<file path="src/rtl/cla_pkg.sv">
// -----------------------------------------------------------------------------
// cla_pkg
// Shared definitions for the pipelined carry-lookahead adder.
//   CLA_WIDTH / CLA_GROUP / CLA_STAGES : default operand width, bits per
//                                        lookahead group, pipeline stages
//   cla_ctrl_t  : per-stage register record control part (valid bit and the
//                 group carry handed to the next stage). The data part of the
//                 record (partial result, operand remainder) depends on WIDTH,
//                 so it is declared next to the control record in the top.
//   cla_flags_t : ovf/zero storage, present only with PIPELINED_CLA_FLAGS_EN.
// -----------------------------------------------------------------------------
package cla_pkg;

    localparam int CLA_WIDTH  = 16;
    localparam int CLA_GROUP  = 4;
    localparam int CLA_STAGES = 2;

    typedef struct packed {
        logic valid;
        logic carry;
    } cla_ctrl_t;

`ifdef PIPELINED_CLA_FLAGS_EN
    typedef struct packed {
        logic ovf;
        logic zero;
    } cla_flags_t;
`endif

endpackage

</file>
<file path="src/rtl/pipelined_cla_adder_group.sv">
// -----------------------------------------------------------------------------
// cla_group
// One GROUP-bit carry-lookahead slice. Every internal carry is formed directly
// from the bit generate/propagate terms and c_in, so no ripple path exists
// inside the group.
// Ports:
//   a, b  : GROUP-bit operand slices
//   c_in  : carry into bit 0 of the slice
//   sum   : GROUP-bit sum slice
//   p, g  : group propagate / group generate (g is independent of c_in)
// -----------------------------------------------------------------------------
module cla_group
    import cla_pkg::*;
#(
    parameter int GROUP = CLA_GROUP
) (
    input  logic [GROUP-1:0] a,
    input  logic [GROUP-1:0] b,
    input  logic             c_in,
    output logic [GROUP-1:0] sum,
    output logic             p,
    output logic             g
);

    logic [GROUP-1:0] bit_p;
    logic [GROUP-1:0] bit_g;
    logic [GROUP-1:0] carry;
    logic             gen;
    logic             prop;

    assign bit_p = a ^ b;
    assign bit_g = a & b;

    // Carry into bit i is the OR of every lower generate whose path up to i
    // fully propagates, plus c_in when all lower bits propagate. The same
    // expansion over the whole slice (without c_in) gives the group generate.
    always_comb begin
        carry = '0;
        gen   = 1'b0;
        prop  = 1'b1;
        for (int i = 0; i < GROUP; i++) begin
            gen  = 1'b0;
            prop = 1'b1;
            for (int j = i - 1; j >= 0; j--) begin
                gen  = gen | (bit_g[j] & prop);
                prop = prop & bit_p[j];
            end
            carry[i] = gen | (c_in & prop);
        end
        gen  = 1'b0;
        prop = 1'b1;
        for (int j = GROUP - 1; j >= 0; j--) begin
            gen  = gen | (bit_g[j] & prop);
            prop = prop & bit_p[j];
        end
        g = gen;
    end

    assign p   = &bit_p;
    assign sum = bit_p ^ carry;

endmodule

</file>
<file path="src/rtl/pipelined_cla_adder.sv">
// -----------------------------------------------------------------------------
// pipelined_cla_adder
// Elastic pipelined carry-lookahead adder/subtractor.
// Slot 0 captures the operands (B already inverted for subtraction, carry-in
// forced to 1). Stage s then resolves its share of the lookahead groups from
// slot s and writes slot s+1; slot STAGES drives the outputs. A result thus
// appears STAGES clock edges after the edge that accepted its operands, and
// the pipeline holds STAGES+1 operations when the consumer stalls.
// Optional feature macro: PIPELINED_CLA_FLAGS_EN (ovf/zero flag logic; when
// undefined both flags are tied 0 and no flag storage exists).
// Ports:
//   clk, rst_n           : clock, asynchronous active-low reset
//   in_valid / in_ready  : operand handshake
//   A, B, cin, sub       : operands, carry-in (ignored when sub=1), subtract
//   out_valid / out_ready: result handshake
//   R, cout              : result modulo 2^WIDTH, carry out (sub: 1 = no borrow)
//   ovf, zero            : signed overflow, R == 0
// -----------------------------------------------------------------------------
module pipelined_cla_adder
    import cla_pkg::*;
#(
    parameter int WIDTH  = CLA_WIDTH,
    parameter int GROUP  = CLA_GROUP,
    parameter int STAGES = CLA_STAGES
) (
    input  logic             clk,
    input  logic             rst_n,
    input  logic             in_valid,
    output logic             in_ready,
    input  logic [WIDTH-1:0] A,
    input  logic [WIDTH-1:0] B,
    input  logic             cin,
    input  logic             sub,
    output logic             out_valid,
    input  logic             out_ready,
    output logic [WIDTH-1:0] R,
    output logic             cout,
    output logic             ovf,
    output logic             zero
);

    localparam int NGROUPS = WIDTH / GROUP;
    localparam int GPS     = (STAGES > 0) ? NGROUPS / STAGES : 1;
    localparam int SLICE   = GPS * GROUP;

    if (STAGES < 1 || GROUP < 1) begin : g_bad_params
        $error("pipelined_cla_adder: STAGES and GROUP must be at least 1");
    end else if (WIDTH % (GROUP * STAGES) != 0) begin : g_bad_split
        $error("pipelined_cla_adder: WIDTH must be a multiple of GROUP*STAGES");
    end

    // Per-slot register record: control in ctrl, data in opa/opb/res.
    cla_ctrl_t                     ctrl [0:STAGES];
    logic [WIDTH-1:0]              opa  [0:STAGES-1];
    logic [WIDTH-1:0]              opb  [0:STAGES-1];
    logic [WIDTH-1:0]              res  [1:STAGES];
    logic [STAGES-1:0][WIDTH-1:0]  next_res;
    logic [STAGES-1:0]             next_carry;
    logic [STAGES:0]               free;

    // A slot can take new contents when it is empty or its occupant moves on
    // this cycle; the chain runs from the output back to the input so a full
    // pipeline can accept and drain in the same cycle.
    assign free[STAGES] = ~ctrl[STAGES].valid | out_ready;
    for (genvar k = 0; k < STAGES; k++) begin : g_free
        assign free[k] = ~ctrl[k].valid | free[k+1];
    end

    assign in_ready = rst_n & free[0];

    // Stage s resolves groups s*GPS .. s*GPS+GPS-1, starting from the group
    // carry stored in slot s and adding its sum slice above the bits already
    // produced by earlier stages (bits above the slice are still zero).
    for (genvar s = 0; s < STAGES; s++) begin : g_stage
        logic [GPS:0]       c;
        logic [SLICE-1:0]   slice_sum;
        logic [WIDTH-1:0]   base;

        assign c[0] = ctrl[s].carry;

        for (genvar gi = 0; gi < GPS; gi++) begin : g_grp
            logic grp_p;
            logic grp_g;

            cla_group #(
                .GROUP (GROUP)
            ) u_grp (
                .a    (opa[s][(s*GPS+gi)*GROUP +: GROUP]),
                .b    (opb[s][(s*GPS+gi)*GROUP +: GROUP]),
                .c_in (c[gi]),
                .sum  (slice_sum[gi*GROUP +: GROUP]),
                .p    (grp_p),
                .g    (grp_g)
            );

            assign c[gi+1] = grp_g | (grp_p & c[gi]);
        end

        if (s == 0) begin : g_first
            assign base = '0;
        end else begin : g_rest
            assign base = res[s];
        end

        assign next_res[s]   = base | (WIDTH'(slice_sum) << (s * SLICE));
        assign next_carry[s] = c[GPS];
    end

    // Slot registers. Data only loads alongside a valid entry, so outputs
    // keep their last values while out_valid is low.
    always_ff @(posedge clk or negedge rst_n) begin
        if (!rst_n) begin
            for (int k = 0; k <= STAGES; k++) begin
                ctrl[k] <= '0;
            end
            for (int k = 0; k < STAGES; k++) begin
                opa[k] <= '0;
                opb[k] <= '0;
            end
            for (int k = 1; k <= STAGES; k++) begin
                res[k] <= '0;
            end
        end else begin
            if (free[0]) begin
                ctrl[0].valid <= in_valid;
                if (in_valid) begin
                    ctrl[0].carry <= sub | cin;
                    opa[0]        <= A;
                    opb[0]        <= sub ? ~B : B;
                end
            end
            for (int k = 1; k <= STAGES; k++) begin
                if (free[k]) begin
                    ctrl[k].valid <= ctrl[k-1].valid;
                    if (ctrl[k-1].valid) begin
                        ctrl[k].carry <= next_carry[k-1];
                        res[k]        <= next_res[k-1];
                    end
                end
            end
            for (int k = 1; k < STAGES; k++) begin
                if (free[k] && ctrl[k-1].valid) begin
                    opa[k] <= opa[k-1];
                    opb[k] <= opb[k-1];
                end
            end
        end
    end

    assign out_valid = ctrl[STAGES].valid;
    assign R         = res[STAGES];
    assign cout      = ctrl[STAGES].carry;

`ifdef PIPELINED_CLA_FLAGS_EN
    cla_flags_t flags_d;
    cla_flags_t flags_q;
    logic       msb_carry;

    // Carry into the MSB is recovered from the MSB sum bit and its operands.
    always_comb begin
        msb_carry    = next_res[STAGES-1][WIDTH-1] ^ opa[STAGES-1][WIDTH-1]
                     ^ opb[STAGES-1][WIDTH-1];
        flags_d.ovf  = msb_carry ^ next_carry[STAGES-1];
        flags_d.zero = ~|next_res[STAGES-1];
    end

    // Flags travel with the result into the output slot.
    always_ff @(posedge clk or negedge rst_n) begin
        if (!rst_n) begin
            flags_q <= '0;
        end else if (free[STAGES] && ctrl[STAGES-1].valid) begin
            flags_q <= flags_d;
        end
    end

    assign ovf  = flags_q.ovf;
    assign zero = flags_q.zero;
`else
    assign ovf  = 1'b0;
    assign zero = 1'b0;
`endif

endmodule

</file>
<file path="config.mk">
export PLATFORM = sky130hd
export DESIGN_NAME = pipelined_cla_adder
export DESIGN_NICKNAME = d
export VERILOG_FILES = /design/src/rtl/cla_pkg.sv /design/src/rtl/pipelined_cla_adder_group.sv /design/src/rtl/pipelined_cla_adder.sv
export SDC_FILE = /design/constraint.sdc
export NUM_CORES = 1
export LEC_CHECK = 0
export CORE_MARGIN = 5
export CORE_UTILIZATION = 37
export CTS_BUF_LIST = sky130_fd_sc_hd__clkbuf_4 sky130_fd_sc_hd__clkbuf_8 sky130_fd_sc_hd__clkbuf_16
export DETAILED_ROUTE_END_ITERATION = 16
export GPL_TIMING_DRIVEN = 0
export PLACE_DENSITY_LB_ADDON = 0.2
export SLEW_MARGIN = 5
export SYNTH_ARGS = -nofsm -noshare
export SYNTH_HDL_FRONTEND = slang
export SYNTH_SLANG_ARGS = --single-unit
</file>
<file path="constraint.sdc">
create_clock -name clk -period 1.97 [get_ports clk]
set_input_delay 0.2955 -clock clk [delete_from_list [all_inputs] [get_ports clk]]
set_output_delay 0.2955 -clock clk [all_outputs]
set_load 0.1 [all_outputs]
</file>
==> impl_metrics.csv <==
group,metric,value,unit
die,die_area,12430,µm²
layout,finalNetCount,456,
layout,layout.cells.non_filler,539,
layout,final_common_cell,"dfrtp_1",
layout,fillCellCount,997,
synthesis,syn_inst,325,
power,ir_worst_vdd,0.5458,mV
timing,fmax,519.3,MHz
worst_setup_path,worstPathMaxFanout,3,
synthesis,synth.top_cell.area_share,51.20,%
place,gp_congestion,0.7919,
power,p_seq_share,33.7,%
routing,vias,2517,
clock_network,cts_tree,"yes",
synthesis,yosys_warnings,0,
layout,post-route-util,47.90,%
synthesis,synth_compound_area_share,10.99,%
timing,period_share,97.74,%
layout,diodes,0,
timing,skew,6.157,ps
timing,relSlewSlack,34.80,%
worst_setup_path,cp_slowest_stage_delay,450,ps
power,clock_power_share,19.4,%
global_routing,grt_max_degree,61,
routing,initialDrtViolationCount,65,
synthesis,synth_area_per_cell,11.73,µm²
routing,m1WireLength,3.755,mm
worst_setup_path,worstRegToRegCells,7,
layout,most-common-layout-cells,"dfrtp_1 (76), nand2_1 (35), clkdlybuf4s50_1 (35)",
synthesis,synth-simple-area-share,10.24,%
place,dpl.hpwl,5.683,mm
clock_network,clkSinkCount,78,
synthesis,synth_fa_ha_area_share,7.351,%
routing,wl_met2,3.234,mm
clock_network,cts.clk_slew.worst_paths,80,ps
worst_setup_path,path_class,"flip-flop to flip-flop",
power,switching_share,44.70,%
timing,whs,-62.94,ps
clock_network,htree_levels,3,
global_routing,track_usage,12.36,%
layout,syn2layout_area_growth,27.96,%
status,violations,"hold timing",
routing,firstDrtPassIters,4,
timing,rsz0062_at_grt,"true",
synthesis,yosysSeqAreaShare,51.20,%
synthesis,synthArstFlopShare,100.0,%
routing,met3_length,267,µm
power,powerDensity,1419,nW/µm²
global_routing,overflow,0,
place,port_buffers,55,
worst_setup_path,reg2reg_slack,40,ps
synthesis,synth_area_leaders,"dfrtp_1 (51%), mux2_2 (9.2%), ha_1 (5.3%)",
worst_setup_path,path_depth,7,
timing,tightest_slew,981.9,ps
die,initial_core_util,37.43,%
synthesis,synthXorXnorAreaFrac,5.054,%
worst_setup_path,slowest_stage,"dfrtp_2",
clock_network,cts_made_buffers,9,
synthesis,ys_types,47,
global_routing,grt_pass1_vias,2628,
worst_setup_path,required,2230,ps
worst_setup_path,startpoint_type,"flip-flop",
die,io_pins,59,
worst_setup_path,worstPathCellList,"ha_4 -> a211oi_2 -> o21bai_2 -> a21oi_2 -> fa_1 -> xor2_1 -> o21ai_0",
routing,routedWlPerCell,13.72,µm
power,comb_power_share,46.9,%
synthesis,synth_largest_area_cell,"dfrtp_1",
synthesis,ys.flop_type,"dfrtp_1",
layout,drive_above_1_share,24.81,%
timing,finalHoldViolations,59,
synthesis,synth_mux_area_share,10.73,%
routing,drc,0,
power,internal-power,3829,µW
worst_setup_path,end_kind,"flip-flop",
die,die_w,111.5,µm
synthesis,syn-cell-area,3812,µm²
place,numPlacedInstances,518,
timing,maxSlewViolCount,0,
routing,wirelength,7.395,mm
timing,period_needed,1926,ps
worst_setup_path,r2r_end,"g_stage[1].base[5]",
worst_setup_path,reg2reg_from,"opa[16]",
synthesis,ys_ff_latch,78,
die,core_region_area,10180,µm²
synthesis,synth_top_family_by_area,"compound AO/OA/AOI/OAI gates",
status,status,"finished with violations",
power,p_leak,0.002162,µW
global_routing,grt_pass1_wl,12.58,mm
timing,setup_viol,0,
clock_network,cts_root_buffer,"clkbuf_8",
routing,viasPerCell,4.670,
synthesis,synth_edf_count,0,
power,p_sw,3095,µW
worst_setup_path,crit_arrival,2190,ps
min_path,worstHoldPathType,"primary input to asynchronous set/reset pin",
run,cap_violations,0,
worst_setup_path,critPathBufInv,0,
global_routing,antenna_found_initial,0,
die,die_y,111.5,µm
routing,highest_layer,"met4",
routing,antenna_left,0,
worst_setup_path,critPathTopFamily,"adder cells",
clock_network,insertion_delay,340,ps
clock_network,cts_buffer_depth,2,
die,placementRows,37,
-- state kept, by name (all words and copies together), names as in the netlist --
register	flops
out_valid	1
cout	1
opb	24
R	16
opa	24
g_stage.base	8
ctrl	4
-- timing repair --
action / in CTS / in global routing
buffers inserted: 3 / 1
endpoints found under the hold margin: 19 / 19
gates resized for setup: 24 / 13
pin swaps: 4 / 5
endpoints found under the setup margin: 23 / 6
-- power by group through the flow --
stage	clock (µW)	combinational, µW	sequential, µW
detailed placement	0	3240	2370
global placement	0	3200	2350
global route	1460	3500	2410
CTS	1380	3180	2330
floorplan	0	1240	3550
finish	1340	3250	2340
-- logic make-up (layout without fill, tap and decap cells) --
kind of cell,after synthesis,after routing
buffers and inverters,27,104
xor gates and xnor gates,22,22
AOI/OAI and AO/OA,66,66
adders and majority gates,20,20
other,1,2
and+or+nand+nor,76,76
DFF,78,78
muxes,35,35
-- worst max-delay path by stage --
stage,startpoint,slack (ps),to
floorplan,opb[16],40,g_stage[1].base[4]
global placement,rst_n,-3330,in_ready
detailed placement,rst_n,-600,in_ready
CTS,ctrl[3],-60,in_ready
global route,opa[16],-110,g_stage[1].base[5]
finish,opa[16],40,g_stage[1].base[5]
-- metrics by stage --
stage / cell area, µm² / hold WS (ps) / setup TNS, ps / worst slack [ps] / power [µW]
4_1_cts: 4803 / -181.8 / -56.16 / -56.16 / 6898
6_report: 4878 / -62.94 / 0 / 44.48 / 6924
3_5_place_dp: 4564 / 205.6 / -873.7 / -601.7 / 5609
3_3_place_gp: 4539 / 464.0 / -171580 / -3326 / 5554
5_1_grt: 4878 / -51.99 / -180.2 / -111.8 / 7360
2_1_floorplan: 3819 / -0.09107 / 0 / 37.94 / 4789
-- layout make-up --
cell class                 instances  area (µm²)  share of cell area (%)
timing repair buffer              61       589.3                   12.08
tap                              136       170.2                   3.488
buffer                            16       123.9                   2.539
sequential                        78        1954                   40.06
multi-input combinational        221        1773                   36.34
clock buffer                       9       123.9                   2.539
inverter                          11       41.29                  0.8464
clock inverter                     7       102.6                   2.103
-- synth_stat cells (3+ instances only) --
| library cell | count |
|---|---|
| o21ai_1 | 8 |
| buf_4 | 5 |
| fa_1 | 4 |
| buf_2 | 5 |
| o21ai_0 | 25 |
| xor2_1 | 6 |
| dfrtp_1 | 78 |
| nor3_1 | 3 |
| nor2_1 | 12 |
| inv_1 | 11 |
| o31ai_1 | 3 |
| mux2_2 | 31 |
| buf_6 | 5 |
| ha_1 | 16 |
| xnor2_1 | 16 |
| nand2b_1 | 5 |
| a211oi_1 | 4 |
| mux2_4 | 4 |
| nand4b_1 | 3 |
| nand3_1 | 3 |
| nor2b_1 | 3 |
| a21oi_1 | 10 |
| nand2_1 | 35 |
-- per-layer routing --
metal  global-route usage (%)  vias to the layer above
met5                        0                        -
met4                    5.028                        0
met3                    2.772                       10
met2                    17.49                       48
met1                    18.28                     1192
li1                         -                     1267
No activity file was read; power rests on OpenSTA's default activity.
